[config.mk]
export PLATFORM = sky130hd
export DESIGN_NAME = fifo_wr_arbiter_flat
export DESIGN_NICKNAME = d
export VERILOG_FILES = /design/src/rtl/fifo_wr_arbiter_if.sv /design/src/rtl/fifo_wr_arbiter.sv /design/src/flat_wrapper.sv
export SDC_FILE = /design/constraint.sdc
export NUM_CORES = 1
export LEC_CHECK = 0
export ABC_CLOCK_PERIOD_IN_PS = 3300
export CAP_MARGIN = 20
export CELL_PAD_IN_SITES_DETAIL_PLACEMENT = 1
export CELL_PAD_IN_SITES_GLOBAL_PLACEMENT = 1
export CORE_MARGIN = 5
export CORE_UTILIZATION = 33
export CTS_BUF_LIST = sky130_fd_sc_hd__clkbuf_2 sky130_fd_sc_hd__clkbuf_4 sky130_fd_sc_hd__clkbuf_8
export DETAILED_ROUTE_END_ITERATION = 6
export PLACE_DENSITY = 0.89
export SLEW_MARGIN = 20
export SYNTH_ARGS = -nofsm -noshare
export SYNTH_HDL_FRONTEND = slang
export SYNTH_SLANG_ARGS = --single-unit
[constraint.sdc]
create_clock -name w_clk -period 3.3 [get_ports w_clk]
set_input_delay 0.495 -clock w_clk [delete_from_list [all_inputs] [get_ports w_clk]]
set_output_delay 0.495 -clock w_clk [all_outputs]
set_load 0.005 [all_outputs]
[src/rtl/fifo_wr_arbiter_if.sv]
// Write-side bus between two byte-stream requesters, the arbiter and a FIFO.
// The master side holds the requesters and the FIFO full flag. The slave side
// is the arbiter, which drives the grants, ready strobes and FIFO write port.
interface fifo_wr_arbiter_if #(
    parameter int DATA_W = 8
);
    logic              req0;
    logic              req1;
    logic              vld0;
    logic              vld1;
    logic [DATA_W-1:0] data0;
    logic [DATA_W-1:0] data1;
    logic              gnt0;
    logic              gnt1;
    logic              rdy0;
    logic              rdy1;
    logic              w_en;
    logic [DATA_W-1:0] w_data;
    logic              w_full;

    modport master (
        output req0, req1, vld0, vld1, data0, data1, w_full,
        input  gnt0, gnt1, rdy0, rdy1, w_en, w_data
    );

    modport slave (
        input  req0, req1, vld0, vld1, data0, data1, w_full,
        output gnt0, gnt1, rdy0, rdy1, w_en, w_data
    );
endinterface

[src/rtl/fifo_wr_arbiter.sv]
// Two-requester round-robin arbiter for a single FIFO write port.
// A grant lasts up to BURST_LEN accepted beats. It also ends early when the
// owner drops its request. Grants hand over back-to-back with no dead cycle.
// While the FIFO is full, no beat is accepted and the burst state is frozen.
module fifo_wr_arbiter #(
    parameter int DATA_W    = 8,
    parameter int BURST_LEN = 16
) (
    input  logic              w_clk,
    input  logic              w_rst,
    fifo_wr_arbiter_if.slave  bus
);
    localparam logic [7:0] LAST_BEAT = 8'(BURST_LEN - 1);

    typedef enum logic [1:0] {
        IDLE = 2'd0,
        SRV0 = 2'd1,
        SRV1 = 2'd2
    } state_t;

    state_t      state_r;
    state_t      next_state_s;
    logic        rr_r;
    logic        next_rr_s;
    logic [7:0]  cnt_r;
    logic [7:0]  next_cnt_s;
    logic        gnt0_r;
    logic        gnt1_r;
    logic        acc0_s;
    logic        acc1_s;
    logic        last_s;

    // Beat acceptance: the owner must request and present valid data while the FIFO has room.
    // Beats are blocked during the reset cycle, so an abandoned burst writes nothing.
    always_comb begin
        acc0_s = (state_r == SRV0) && bus.req0 && bus.vld0 && !bus.w_full && !w_rst;
        acc1_s = (state_r == SRV1) && bus.req1 && bus.vld1 && !bus.w_full && !w_rst;
        last_s = (cnt_r == LAST_BEAT);
    end

    // Next-state logic covers the arbitration choice, burst termination and the beat counter.
    always_comb begin
        next_state_s = state_r;
        next_rr_s    = rr_r;
        next_cnt_s   = cnt_r;
        case (state_r)
            IDLE: begin
                next_cnt_s = 8'd0;
                if (bus.req0 && bus.req1) begin
                    next_state_s = rr_r ? SRV0 : SRV1;
                end else if (bus.req0) begin
                    next_state_s = SRV0;
                end else if (bus.req1) begin
                    next_state_s = SRV1;
                end else begin
                    next_state_s = IDLE;
                end
            end
            SRV0: begin
                if (bus.w_full) begin
                    next_state_s = SRV0;
                end else if (!bus.req0 || (acc0_s && last_s)) begin
                    next_rr_s  = 1'b0;
                    next_cnt_s = 8'd0;
                    if (bus.req1) begin
                        next_state_s = SRV1;
                    end else if (bus.req0) begin
                        next_state_s = SRV0;
                    end else begin
                        next_state_s = IDLE;
                    end
                end else if (acc0_s) begin
                    next_cnt_s = cnt_r + 8'd1;
                end else begin
                    next_cnt_s = cnt_r;
                end
            end
            SRV1: begin
                if (bus.w_full) begin
                    next_state_s = SRV1;
                end else if (!bus.req1 || (acc1_s && last_s)) begin
                    next_rr_s  = 1'b1;
                    next_cnt_s = 8'd0;
                    if (bus.req0) begin
                        next_state_s = SRV0;
                    end else if (bus.req1) begin
                        next_state_s = SRV1;
                    end else begin
                        next_state_s = IDLE;
                    end
                end else if (acc1_s) begin
                    next_cnt_s = cnt_r + 8'd1;
                end else begin
                    next_cnt_s = cnt_r;
                end
            end
            default: begin
                next_state_s = IDLE;
                next_cnt_s   = 8'd0;
            end
        endcase
    end

    // State, pointer, counter and grant registers. After reset, requester 0 has priority.
    always_ff @(posedge w_clk) begin
        if (w_rst) begin
            state_r <= IDLE;
            rr_r    <= 1'b1;
            cnt_r   <= 8'd0;
            gnt0_r  <= 1'b0;
            gnt1_r  <= 1'b0;
        end else begin
            state_r <= next_state_s;
            rr_r    <= next_rr_s;
            cnt_r   <= next_cnt_s;
            gnt0_r  <= (next_state_s == SRV0);
            gnt1_r  <= (next_state_s == SRV1);
        end
    end

    assign bus.gnt0   = gnt0_r;
    assign bus.gnt1   = gnt1_r;
    assign bus.rdy0   = gnt0_r && bus.req0 && !bus.w_full && !w_rst;
    assign bus.rdy1   = gnt1_r && bus.req1 && !bus.w_full && !w_rst;
    assign bus.w_en   = acc0_s || acc1_s;
    assign bus.w_data = acc0_s ? bus.data0 :
                        acc1_s ? bus.data1 : {DATA_W{1'b0}};
endmodule

[src/flat_wrapper.sv]
// flat-port wrapper written by rule: the top's interface ports become plain ports
module fifo_wr_arbiter_flat 
#(
    parameter int DATA_W    = 8,
    parameter int BURST_LEN = 16
)
  (w_clk, w_rst, bus_req0, bus_req1, bus_vld0, bus_vld1, bus_data0, bus_data1, bus_w_full, bus_gnt0, bus_gnt1, bus_rdy0, bus_rdy1, bus_w_en, bus_w_data);
  fifo_wr_arbiter_if #(.DATA_W(DATA_W)) bus_i ();
  input  logic w_clk;
  input  logic w_rst;
  input wire logic [$bits(bus_i.req0)-1:0] bus_req0;
  input wire logic [$bits(bus_i.req1)-1:0] bus_req1;
  input wire logic [$bits(bus_i.vld0)-1:0] bus_vld0;
  input wire logic [$bits(bus_i.vld1)-1:0] bus_vld1;
  input wire logic [$bits(bus_i.data0)-1:0] bus_data0;
  input wire logic [$bits(bus_i.data1)-1:0] bus_data1;
  input wire logic [$bits(bus_i.w_full)-1:0] bus_w_full;
  output wire logic [$bits(bus_i.gnt0)-1:0] bus_gnt0;
  output wire logic [$bits(bus_i.gnt1)-1:0] bus_gnt1;
  output wire logic [$bits(bus_i.rdy0)-1:0] bus_rdy0;
  output wire logic [$bits(bus_i.rdy1)-1:0] bus_rdy1;
  output wire logic [$bits(bus_i.w_en)-1:0] bus_w_en;
  output wire logic [$bits(bus_i.w_data)-1:0] bus_w_data;
  assign bus_i.req0 = bus_req0;
  assign bus_i.req1 = bus_req1;
  assign bus_i.vld0 = bus_vld0;
  assign bus_i.vld1 = bus_vld1;
  assign bus_i.data0 = bus_data0;
  assign bus_i.data1 = bus_data1;
  assign bus_i.w_full = bus_w_full;
  assign bus_gnt0 = bus_i.gnt0;
  assign bus_gnt1 = bus_i.gnt1;
  assign bus_rdy0 = bus_i.rdy0;
  assign bus_rdy1 = bus_i.rdy1;
  assign bus_w_en = bus_i.w_en;
  assign bus_w_data = bus_i.w_data;
  fifo_wr_arbiter #(.DATA_W(DATA_W), .BURST_LEN(BURST_LEN)) u_core (.w_clk(w_clk), .w_rst(w_rst), .bus(bus_i));
endmodule
==> key figures <==
STA
  – Hold_ws: 557 ps
  – Min cycle time layout: 3000 ps
  – Final setup viols: 0
  – RSZ-0062 raised after global routing: no
  – Count of final max-slew check failures: 0
  – Slew Limit Headroom: 41.3%
  – Setup tns final: 0 ps
  – Final Skew: around 12 ps
  – Final Cycle Share: 90.8%
  – Fmax: 334 MHz
  – Hold Fails Final Rpt: 0
  – Worst-margin pin slew: 880 ps

Floorplan
  – Die Y: 64.1 um
  – CORE AREA: 2780 um2
  – Initial Utilization: 34.7%
  – Die width: roughly 64 um
  – Number of primary I/O pins: 36
  – Cell Rows: 19
  – Die Area: 4100 um2

Critical path
  – Critical path class: primary input to output port
  – Register-to-Register Path Depth: 6
  – Data arrival, critical path: ~2500 ps
  – Critical path depth: 6
  – Most used cell, CP: clkdlybuf4s50_1
  – Crit-path max cell delay: 500 ps
  – Slowest-stage cell, CP: clkdlybuf4s50_1
  – Req. time, crit path: 2800 ps
  – Crit path buffers/inverters: 2
  – Critical-path cell list: clkdlybuf4s50_1 > nor3b_1 > nand2_1 > nor2_1 > a22o_1 > clkdlybuf4s50_1
  – Worst setup SP type: primary input
  – CP max FO: 8
  – CP top delay family: buffers and inverters
  – Crit end category: output port

Clocking
  – Sink Count: 13
  – Max H-tree Level: 1
  – Clk slew on worst S/H paths: 80 ps
  – Clock buffer depth: 2
  – Post-CTS Repair Setup Buffers: 0
  – Post_cts resized: 0
  – Worst-Skew Late Latency: 290 ps
  – Root Buffer: clkbuf_4
  – CTS tree: built
  – CTS hold repair buffers: 0
  – Num CTS Buffers: 3

Layout
  – Final nets: roughly 180
  – Multi-input gate area: 663 um2
  – # fillers: 340
  – N_diodes: 0
  – Fraction of layout cells with a size suffix above 1: 13.6%
  – Register Area: 260 um2
  – Area grow syn2layout: 46.2%

Worst hold path
  – Worst Hold Depth: 2
  – Worst min path class: flop to flop

Logic synthesis
  – EDFF count, synth: 0
  – Ys Warns: 0
  – Synth area leaders: dfxtp_1 27%, a22o_1 7.3%, ha_1 6.5%
  – Most numerous cell in the Yosys netlist: dfxtp_1
  – #FFs+latches synth: 13
  – Synth area leader: dfxtp_1
  – Avg Cell Area, Syn: slightly below 9 um2
  – Most used DFF post-synth: dfxtp_1
  – Gate Count Post-Synth: around 110
  – FFs w/ async S/R, synth: 0%
  – Post-synthesis sequential area ratio: a little over a quarter
  – Syn nets: 139
  – Commonest cells in the netlist: 13 x dfxtp_1, 12 x nor3_1, 10 x nand2_1
  – Distinct cells, synth: 38
  – Yosys top cell area share: 27.0%
  – Post-Syn Area: 965 um2

Global route
  – Largest net degree at the start of global routing: 10
  – Vias in the first global route: 1108
  – GR met1 Demand/Resource: a little under a fifth
  – Initial antenna violation count: 0
  – GR peak layer: met2
  – GRT Residual Overflow: 0
  – Met3 Track Usage GR: under 10%
  – First-pass GRT wire length: 5.34 mm
  – GRT Resource Usage Total: 16.2%
  – Met2 usage: 28.1%

Route
  – Via Count: about 1000
  – WL per Instance: 17.2 um
  – Routed wire length: between 3 and 4 mm
  – DRT Pass-1 Iters: 4
  – Initial DRC count: 26
  – Final ANT Viol Nets: 0
  – Vias/cell: between 5 and 6
  – # DRC: 0

Placement
  – Gpl congestion: 0.823
  – DP HPWL: 2.61 mm
  – Buffers on Ports: 35

Power
  – Power Dens Cells: approximately 340 nW/um2
  – LEAKAGE: between 0.5 and 0.6 nW
  – Max VDD drop: 0.257 mV

Outcome
  – Status: completed

Run
  – Max_cap viols: 0
-- worst min-delay path, stage by stage (launching register included) --
cell and delay, ps:
dfxtp_1 330, xnor2_1 150, nor3_1 40
-- final cells by class --
cell class / count / share of cell area [%]
clock buffers: 4 / 2.13
inverters: 4 / 1.06
multi-input cells: 91 / 47.0
flip-flops and latches: 13 / 18.5
well taps: 31 / 2.75
repair buffers: 42 / 28.6
-- registers in the layout, indices dropped and copies added, names as in the netlist --
signal           flops
u_core.bus.gnt0      1
u_core.state_r       2
u_core.bus.gnt1      1
u_core.cnt_r         8
u_core.rr_r          1
-- metrics by stage --
step                std cells  power, mW  util, %  cell area (um2)  setup WS, ps
detailed placement        181      0.366     49.6             1380           290
floorplan                 111      0.281        -              965           834
CTS                       185      0.481     50.7             1410           293
global placement          181      0.353     49.6             1380           416
global route              185      0.510     50.7             1410           151
finish                    185      0.477     50.7             1410           302
-- layer usage --
metal  routed length [um]  share of wire, %
met5                    0                 0
met4                   46               1.4
met3                  190               6.0
met2                 1580                50
met1                 1360                43
-- cell families after synthesis --
group / synth area share (%)
and+or+nand+nor: 32.8
buffers and inverters: 4.28
adders and majority gates: 6.49
AOI/OAI and AO/OA: 19.8
DFF: 27.0
xor gates and xnor gates: 6.36
muxes: 3.24
-- path summary, 6_finish.rpt --
kind	slack, ps	start	end
setup / recovery	300	w_rst	bus_w_data[1]
hold / removal	560	u_core.cnt_r[7]	u_core.cnt_r[7]
setup reg to reg	780	u_core.state_r[0]	u_core.bus.gnt0
hold reg to reg	560	u_core.cnt_r[7]	u_core.cnt_r[7]
-- cell usage in the layout (no fill, tap or decap), drive strengths merged, types with 3 or more instances in the layout --
master | netlist | layout
clkbuf | 1 | 4
clkdlybuf4s50 | 0 | 35
inv | 4 | 4
ha | 5 | 5
nand3 | 3 | 3
buf | 2 | 7
nand2 | 10 | 10
nor2 | 9 | 9
nor3 | 12 | 12
xnor2 | 6 | 6
dfxtp | 13 | 13
o21ai | 4 | 4
nor2b | 4 | 4
a22o | 8 | 8
-- power by group --
part	internal [mW]	switching (mW)	total, mW
sequential	0.170	0.0137	0.184
combinational	0.0904	0.0878	0.178
clock	0.0553	0.0598	0.115
Power figures use the tool's default switching activity.
